### src/rtl/vdp_vram_host_write_buffer_if.sv
// ---------------------------------------------------------------------------
// vdp_vram_host_write_buffer_if
//
// Bundles the two buses of the VRAM host-write buffer:
//   host side    : host_write_en, host_register, host_write_data -> buffer
//                  host_ready, fifo_empty, overflow            <- buffer
//   arbiter side : vram_written                                 -> buffer
//                  vram_write_address_16b, vram_write_data_16b,
//                  vram_port_write_en_mask                      <- buffer
//
// Modports:
//   slave  - the write buffer itself
//   master - the environment (CPU register port plus VRAM arbiter)
// ---------------------------------------------------------------------------
interface vdp_vram_host_write_buffer_if;
    logic        host_write_en;
    logic [1:0]  host_register;
    logic [15:0] host_write_data;
    logic        host_ready;
    logic        fifo_empty;
    logic        overflow;
    logic        vram_written;
    logic [13:0] vram_write_address_16b;
    logic [15:0] vram_write_data_16b;
    logic [1:0]  vram_port_write_en_mask;

    modport slave (
        input  host_write_en,
        input  host_register,
        input  host_write_data,
        output host_ready,
        output fifo_empty,
        output overflow,
        input  vram_written,
        output vram_write_address_16b,
        output vram_write_data_16b,
        output vram_port_write_en_mask
    );

    modport master (
        output host_write_en,
        output host_register,
        output host_write_data,
        input  host_ready,
        input  fifo_empty,
        input  overflow,
        output vram_written,
        input  vram_write_address_16b,
        input  vram_write_data_16b,
        input  vram_port_write_en_mask
    );
endinterface

### src/rtl/vdp_vram_host_write_buffer.sv
// ---------------------------------------------------------------------------
// vdp_vram_host_write_buffer
//
// Buffers CPU register writes destined for VRAM. Address and increment
// writes update the running word address; each data write captures the
// current address (split into a 16-bit port address plus an even/odd port
// mask) together with the data into a small FIFO, then advances the address.
// The oldest entry is presented to the VRAM arbiter, which retires it by
// pulsing vram_written during its host write slot.
//
// Ports:
//   clk      - VDP clock
//   reset_n  - asynchronous active-low reset
//   bus      - slave modport: host register port and arbiter head port
//
// Parameter:
//   DEPTH_LOG2 - FIFO holds 2**DEPTH_LOG2 entries (1..4)
// ---------------------------------------------------------------------------
module vdp_vram_host_write_buffer #(
    parameter int DEPTH_LOG2 = 2
) (
    input  logic                           clk,
    input  logic                           reset_n,
    vdp_vram_host_write_buffer_if.slave    bus
);

    localparam int DEPTH = 1 << DEPTH_LOG2;
    localparam logic [DEPTH_LOG2:0] FULL_COUNT = (DEPTH_LOG2 + 1)'(DEPTH);

    localparam logic [1:0] REG_ADDRESS   = 2'd0;
    localparam logic [1:0] REG_INCREMENT = 2'd1;
    localparam logic [1:0] REG_DATA      = 2'd2;

    // Entry layout: {addr[13:0], mask[1:0], data[15:0]}
    logic [31:0]           mem [DEPTH];
    logic [DEPTH_LOG2-1:0] rd_ptr_reg;
    logic [DEPTH_LOG2-1:0] wr_ptr_reg;
    logic [DEPTH_LOG2:0]   count_reg;
    logic [14:0]           word_addr_reg;
    logic [7:0]            increment_reg;
    logic                  overflow_reg;

    logic        full;
    logic        empty;
    logic        data_write;
    logic        push;
    logic        pop;
    logic [1:0]  push_mask;
    logic [31:0] head;

    assign full       = (count_reg == FULL_COUNT);
    assign empty      = (count_reg == '0);
    assign data_write = bus.host_write_en && (bus.host_register == REG_DATA);
    // Fullness is judged on the count at the start of the cycle, so a
    // simultaneous pop never makes room for a push in the same cycle.
    assign push       = data_write && !full;
    assign pop        = bus.vram_written && !empty;
    assign push_mask  = word_addr_reg[0] ? 2'b10 : 2'b01;

    // Storage holds no control state, so it needs no reset; the head
    // outputs are blanked whenever the FIFO is empty.
    always_ff @(posedge clk) begin
        if (push) begin
            mem[wr_ptr_reg] <= {word_addr_reg[14:1], push_mask, bus.host_write_data};
        end
    end

    always_ff @(posedge clk or negedge reset_n) begin
        if (!reset_n) begin
            rd_ptr_reg    <= '0;
            wr_ptr_reg    <= '0;
            count_reg     <= '0;
            word_addr_reg <= '0;
            increment_reg <= 8'd1;
            overflow_reg  <= 1'b0;
        end else begin
            if (push) begin
                wr_ptr_reg <= wr_ptr_reg + 1'b1;
            end
            if (pop) begin
                rd_ptr_reg <= rd_ptr_reg + 1'b1;
            end
            case ({push, pop})
                2'b10:   count_reg <= count_reg + 1'b1;
                2'b01:   count_reg <= count_reg - 1'b1;
                default: count_reg <= count_reg;
            endcase

            if (bus.host_write_en) begin
                case (bus.host_register)
                    REG_ADDRESS: begin
                        word_addr_reg <= bus.host_write_data[14:0];
                        overflow_reg  <= 1'b0;
                    end
                    REG_INCREMENT: begin
                        increment_reg <= bus.host_write_data[7:0];
                    end
                    REG_DATA: begin
                        // A dropped write leaves the address where it was so
                        // the host can retry at the same location.
                        if (full) begin
                            overflow_reg <= 1'b1;
                        end else begin
                            word_addr_reg <= word_addr_reg + {7'd0, increment_reg};
                        end
                    end
                    default: ;
                endcase
            end
        end
    end

    assign head = mem[rd_ptr_reg];

    assign bus.host_ready              = !full;
    assign bus.fifo_empty              = empty;
    assign bus.overflow                = overflow_reg;
    assign bus.vram_write_address_16b  = empty ? 14'd0 : head[31:18];
    assign bus.vram_port_write_en_mask = empty ? 2'b00 : head[17:16];
    assign bus.vram_write_data_16b     = empty ? 16'd0 : head[15:0];

endmodule

### src/flat_wrapper.sv
// flat-port wrapper written by rule: the top's interface ports become plain ports
module vdp_vram_host_write_buffer_flat 
#(
    parameter int DEPTH_LOG2 = 2
)
  (clk, reset_n, bus_host_write_en, bus_host_register, bus_host_write_data, bus_host_ready, bus_fifo_empty, bus_overflow, bus_vram_written, bus_vram_write_address_16b, bus_vram_write_data_16b, bus_vram_port_write_en_mask);
  vdp_vram_host_write_buffer_if bus_i ();
  input  logic clk;
  input  logic reset_n;
  input wire logic [$bits(bus_i.host_write_en)-1:0] bus_host_write_en;
  input wire logic [$bits(bus_i.host_register)-1:0] bus_host_register;
  input wire logic [$bits(bus_i.host_write_data)-1:0] bus_host_write_data;
  output wire logic [$bits(bus_i.host_ready)-1:0] bus_host_ready;
  output wire logic [$bits(bus_i.fifo_empty)-1:0] bus_fifo_empty;
  output wire logic [$bits(bus_i.overflow)-1:0] bus_overflow;
  input wire logic [$bits(bus_i.vram_written)-1:0] bus_vram_written;
  output wire logic [$bits(bus_i.vram_write_address_16b)-1:0] bus_vram_write_address_16b;
  output wire logic [$bits(bus_i.vram_write_data_16b)-1:0] bus_vram_write_data_16b;
  output wire logic [$bits(bus_i.vram_port_write_en_mask)-1:0] bus_vram_port_write_en_mask;
  assign bus_i.host_write_en = bus_host_write_en;
  assign bus_i.host_register = bus_host_register;
  assign bus_i.host_write_data = bus_host_write_data;
  assign bus_host_ready = bus_i.host_ready;
  assign bus_fifo_empty = bus_i.fifo_empty;
  assign bus_overflow = bus_i.overflow;
  assign bus_i.vram_written = bus_vram_written;
  assign bus_vram_write_address_16b = bus_i.vram_write_address_16b;
  assign bus_vram_write_data_16b = bus_i.vram_write_data_16b;
  assign bus_vram_port_write_en_mask = bus_i.vram_port_write_en_mask;
  vdp_vram_host_write_buffer #(.DEPTH_LOG2(DEPTH_LOG2)) u_core (.clk(clk), .reset_n(reset_n), .bus(bus_i));
endmodule
### config.mk
export PLATFORM = sky130hd
export DESIGN_NAME = vdp_vram_host_write_buffer_flat
export DESIGN_NICKNAME = d
export VERILOG_FILES = /design/src/rtl/vdp_vram_host_write_buffer_if.sv /design/src/rtl/vdp_vram_host_write_buffer.sv /design/src/flat_wrapper.sv
export SDC_FILE = /design/constraint.sdc
export NUM_CORES = 1
export LEC_CHECK = 0
export ABC_CLOCK_PERIOD_IN_PS = 3160
export CORE_UTILIZATION = 58
export DETAILED_ROUTE_END_ITERATION = 10
export PLACE_DENSITY_LB_ADDON = 0.08
export SYNTH_ARGS = -nofsm -noshare
export SYNTH_HDL_FRONTEND = slang
export SYNTH_SLANG_ARGS = --single-unit
### constraint.sdc
create_clock -name clk -period 3.16 [get_ports clk]
set_input_delay 0.474 -clock clk [delete_from_list [all_inputs] [get_ports clk]]
set_output_delay 0.474 -clock clk [all_outputs]
set_load 0.02 [all_outputs]
==> flow_summary.json <==
{
  "cts-root-buf": "clkbuf_16",
  "rsz0062_at_grt": "false",
  "place_congestion": 0.808,
  "largest_reg_flops": 128,
  "area_delta_synth_final_pct": 21.0,
  "leakage_nw": 2.94,
  "numCtsBuffers": 17,
  "grt_pass1_wl_um": 21700,
  "synth_edf_count": 128,
  "worst_pin_slew_ns": 0.538,
  "core_area_sq_mm": 0.0115,
  "postLayoutCellArea_sq_mm": 0.00826,
  "netlist.area_leader.share_pct": 56.3,
  "cellPowerDensity_mw_per_mm2": 936,
  "cp_data_required_time_ns": 2.69,
  "drive_gt1_share_pct": 21.4,
  "clk-insertion-delay-late_ns": 0.42,
  "first_pass_iters": 5,
  "fin_nets": 515,
  "via_per_inst": 6.09,
  "cts_tree": "built",
  "r2r-end": "u_core.word_addr_reg[12]",
  "maxSlewHeadroom_pct": 64.1,
  "num_antenna_cells": 0,
  "cp-start-kind": "flop",
  "wl_met1_um": 5650,
  "grt_pass1_vias": 4022,
  "wl_um": 13400,
  "regArea_sq_mm": 0.00462,
  "fp.dieArea_sq_mm": 0.0122,
  "max-vdd-ir-drop_v": 0.000626,
  "routed-wl-met2_um": 6870,
  "status": "complete, no violations",
  "path_clk_slew_ns": 0.06,
  "grt_max_degree": 35,
  "avgSynthCellArea_sq_um": 16.9,
  "async_flop_share_pct": 19.5,
  "synthTopCellsByArea": "edfxtp_1 (56%), dfrtp_1 (11%), mux4_2 (11%)",
  "ctsHoldBuffers": 0,
  "crit_arrival_ns": 2.55,
  "wl_per_cell_um": 21.2,
  "dp_hpwl_um": 8300,
  "ys.flop_type": "edfxtp_1",
  "drt_iter0_markers": 200,
  "syn_inst": 404,
  "cts_max_level": 4,
  "clk_path_buf_depth": 2,
  "num_rows": 39,
  "track_usage_pct": 24.1,
  "reg2reg_from": "u_core.increment_reg[0]",
  "finalCriticalPeriod_ns": 3.02,
  "top_layer": "met4",
  "reg2reg_depth": 8,
  "cts_setup_buffers": 0,
  "cp-end-kind": "primary output",
  "max_freq_mhz": 331,
  "timing.final.crit_share_pct": 95.6,
  "ys_seq_elements": 159,
  "antenna_found_initial": 0,
  "drc": 0,
  "cts_resized": 0,
  "ant_nets": 0,
  "crit_fanout": 16,
  "ys_types": 52,
  "postSynthNetCount": 441,
  "setup_tns_ns": 0,
  "r2r_slack_ns": 0.88,
  "met3_length_um": 761,
  "portBuffers": 56,
  "multi_input_area_sq_mm": 0.00206,
  "setup_viol": 0,
  "die_width_um": 110,
  "dpl-instance-area_sq_mm": 0.00761,
  "min_path_type": "in -> async",
  "io-pin-count": 57,
  "critical_path_class": "reg -> out",
  "start_util_pct": 59.5,
  "skew_ns": 0.0120,
  "yosysSeqAreaShare_pct": 67.7,
  "synthesis.area_sq_mm": 0.00683,
  "ys_warn_count": 0,
  "dr_total_vias": 3864,
  "grt-ovfl-total": 0,
  "hold_viol_final": 0,
  "synth_top_area_cell": "edfxtp_1",
  "clock-sinks": 159,
  "drv_slew": 0,
  "die_y_um": 110,
  "fill_cells": 729,
  "maxCapViolations": 0
}
[synth_stat cells (3+ instances only)]
library cell,count
dfrtp_1,30
nor2_1,16
ha_1,13
xnor2_1,5
mux2_2,8
and3_1,5
a31oi_1,6
mux4_2,32
nor3_1,5
buf_4,3
edfxtp_1,128
o21ai_0,10
nor2b_1,36
inv_1,13
clkbuf_1,5
nand3_1,3
nand2_1,12
mux2i_1,3
a21oi_1,9
a211oi_1,5
and2_1,3
buf_2,8
xor2_1,4
nand4_1,4
nand2b_1,3
[metal layers]
layer  up-vias  GRT usage [%]
li1       1712              -
met1      2020           31.5
met2       121           38.9
met3        11           6.31
met4         0           9.69
met5         -              0
[kinds of logic after synthesis]
family / Yosys count / share of synthesized area, %
flip-flops: 159 / 67.7
AND/OR/NAND/NOR: 99 / 8.43
AO/OA/AOI/OAI: 48 / 5.28
multiplexers: 43 / 12.3
buffers and inverters: 31 / 2.16
adder cells (fa/ha/maj): 15 / 2.97
XOR/XNOR: 9 / 1.15
[report_power, final]
part / internal, W / switching, W / leakage (nW)
Sequential: 0.00254 / 0.000235 / 1.51
Combinational: 0.00136 / 0.00137 / 1.11
Clock: 0.00147 / 0.000762 / 0.313
[stage by stage]
step / setup WS, ns / utilization (%) / hold WS (ns) / std cells / total power, W
6_report: 0.140 / 72.0 / 0.460 / 634 / 0.00773
2_1_floorplan: 0.856 / - / 0.178 / 404 / 0.00453
5_1_grt: 0.0461 / 72.0 / 0.518 / 634 / 0.00810
4_1_cts: 0.104 / 72.0 / 0.454 / 634 / 0.00780
3_5_place_dp: 0.511 / 66.4 / 0.502 / 602 / 0.00555
3_3_place_gp: 0.585 / 66.4 / 0.497 / 602 / 0.00551
[cell usage in the layout (no fill, tap or decap), types with 12 or more instances in the layout]
cell type,n
inv_1,13
nand2_1,12
edfxtp_1,128
ha_1,13
nor2_1,16
dfrtp_1,29
clkdlybuf4s50_1,56
clkbuf_16,17
buf_4,15
mux4_2,32
nor2b_1,36
[cell type report]
class,count,area share (%)
Clock buffer,19,5.24
Clock inverter,13,2.64
Inverter,14,0.636
Multi-Input combinational cell,214,25.0
Sequential cell,159,56.0
Tap cell,143,2.17
Timing Repair Buffer,72,8.39
[how the worst max path moves through the flow]
stage	start	end	slack [ns]	depth (start not counted)
after floorplan	bus_host_register[0]	u_core.mem[0][0]	0.86	5
after global placement	u_core.rd_ptr_reg[1]	bus_vram_write_address_16b[4]	0.58	4
after detailed placement	bus_host_register[0]	u_core.count_reg[2]	0.51	11
after CTS	u_core.rd_ptr_reg[1]	bus_vram_write_address_16b[4]	0.10	4
after global routing	u_core.rd_ptr_reg[1]	bus_vram_write_address_16b[13]	0.05	4
final	u_core.rd_ptr_reg[1]	bus_vram_write_address_16b[4]	0.14	4
[worst max-delay path: stages (launching register included)]
cell	delay, ns
dfrtp_1	0.68
buf_4	0.38
mux4_2	0.34
nor2b_1	0.16
clkdlybuf4s50_1	0.57
(Power assumes the default switching activity.)
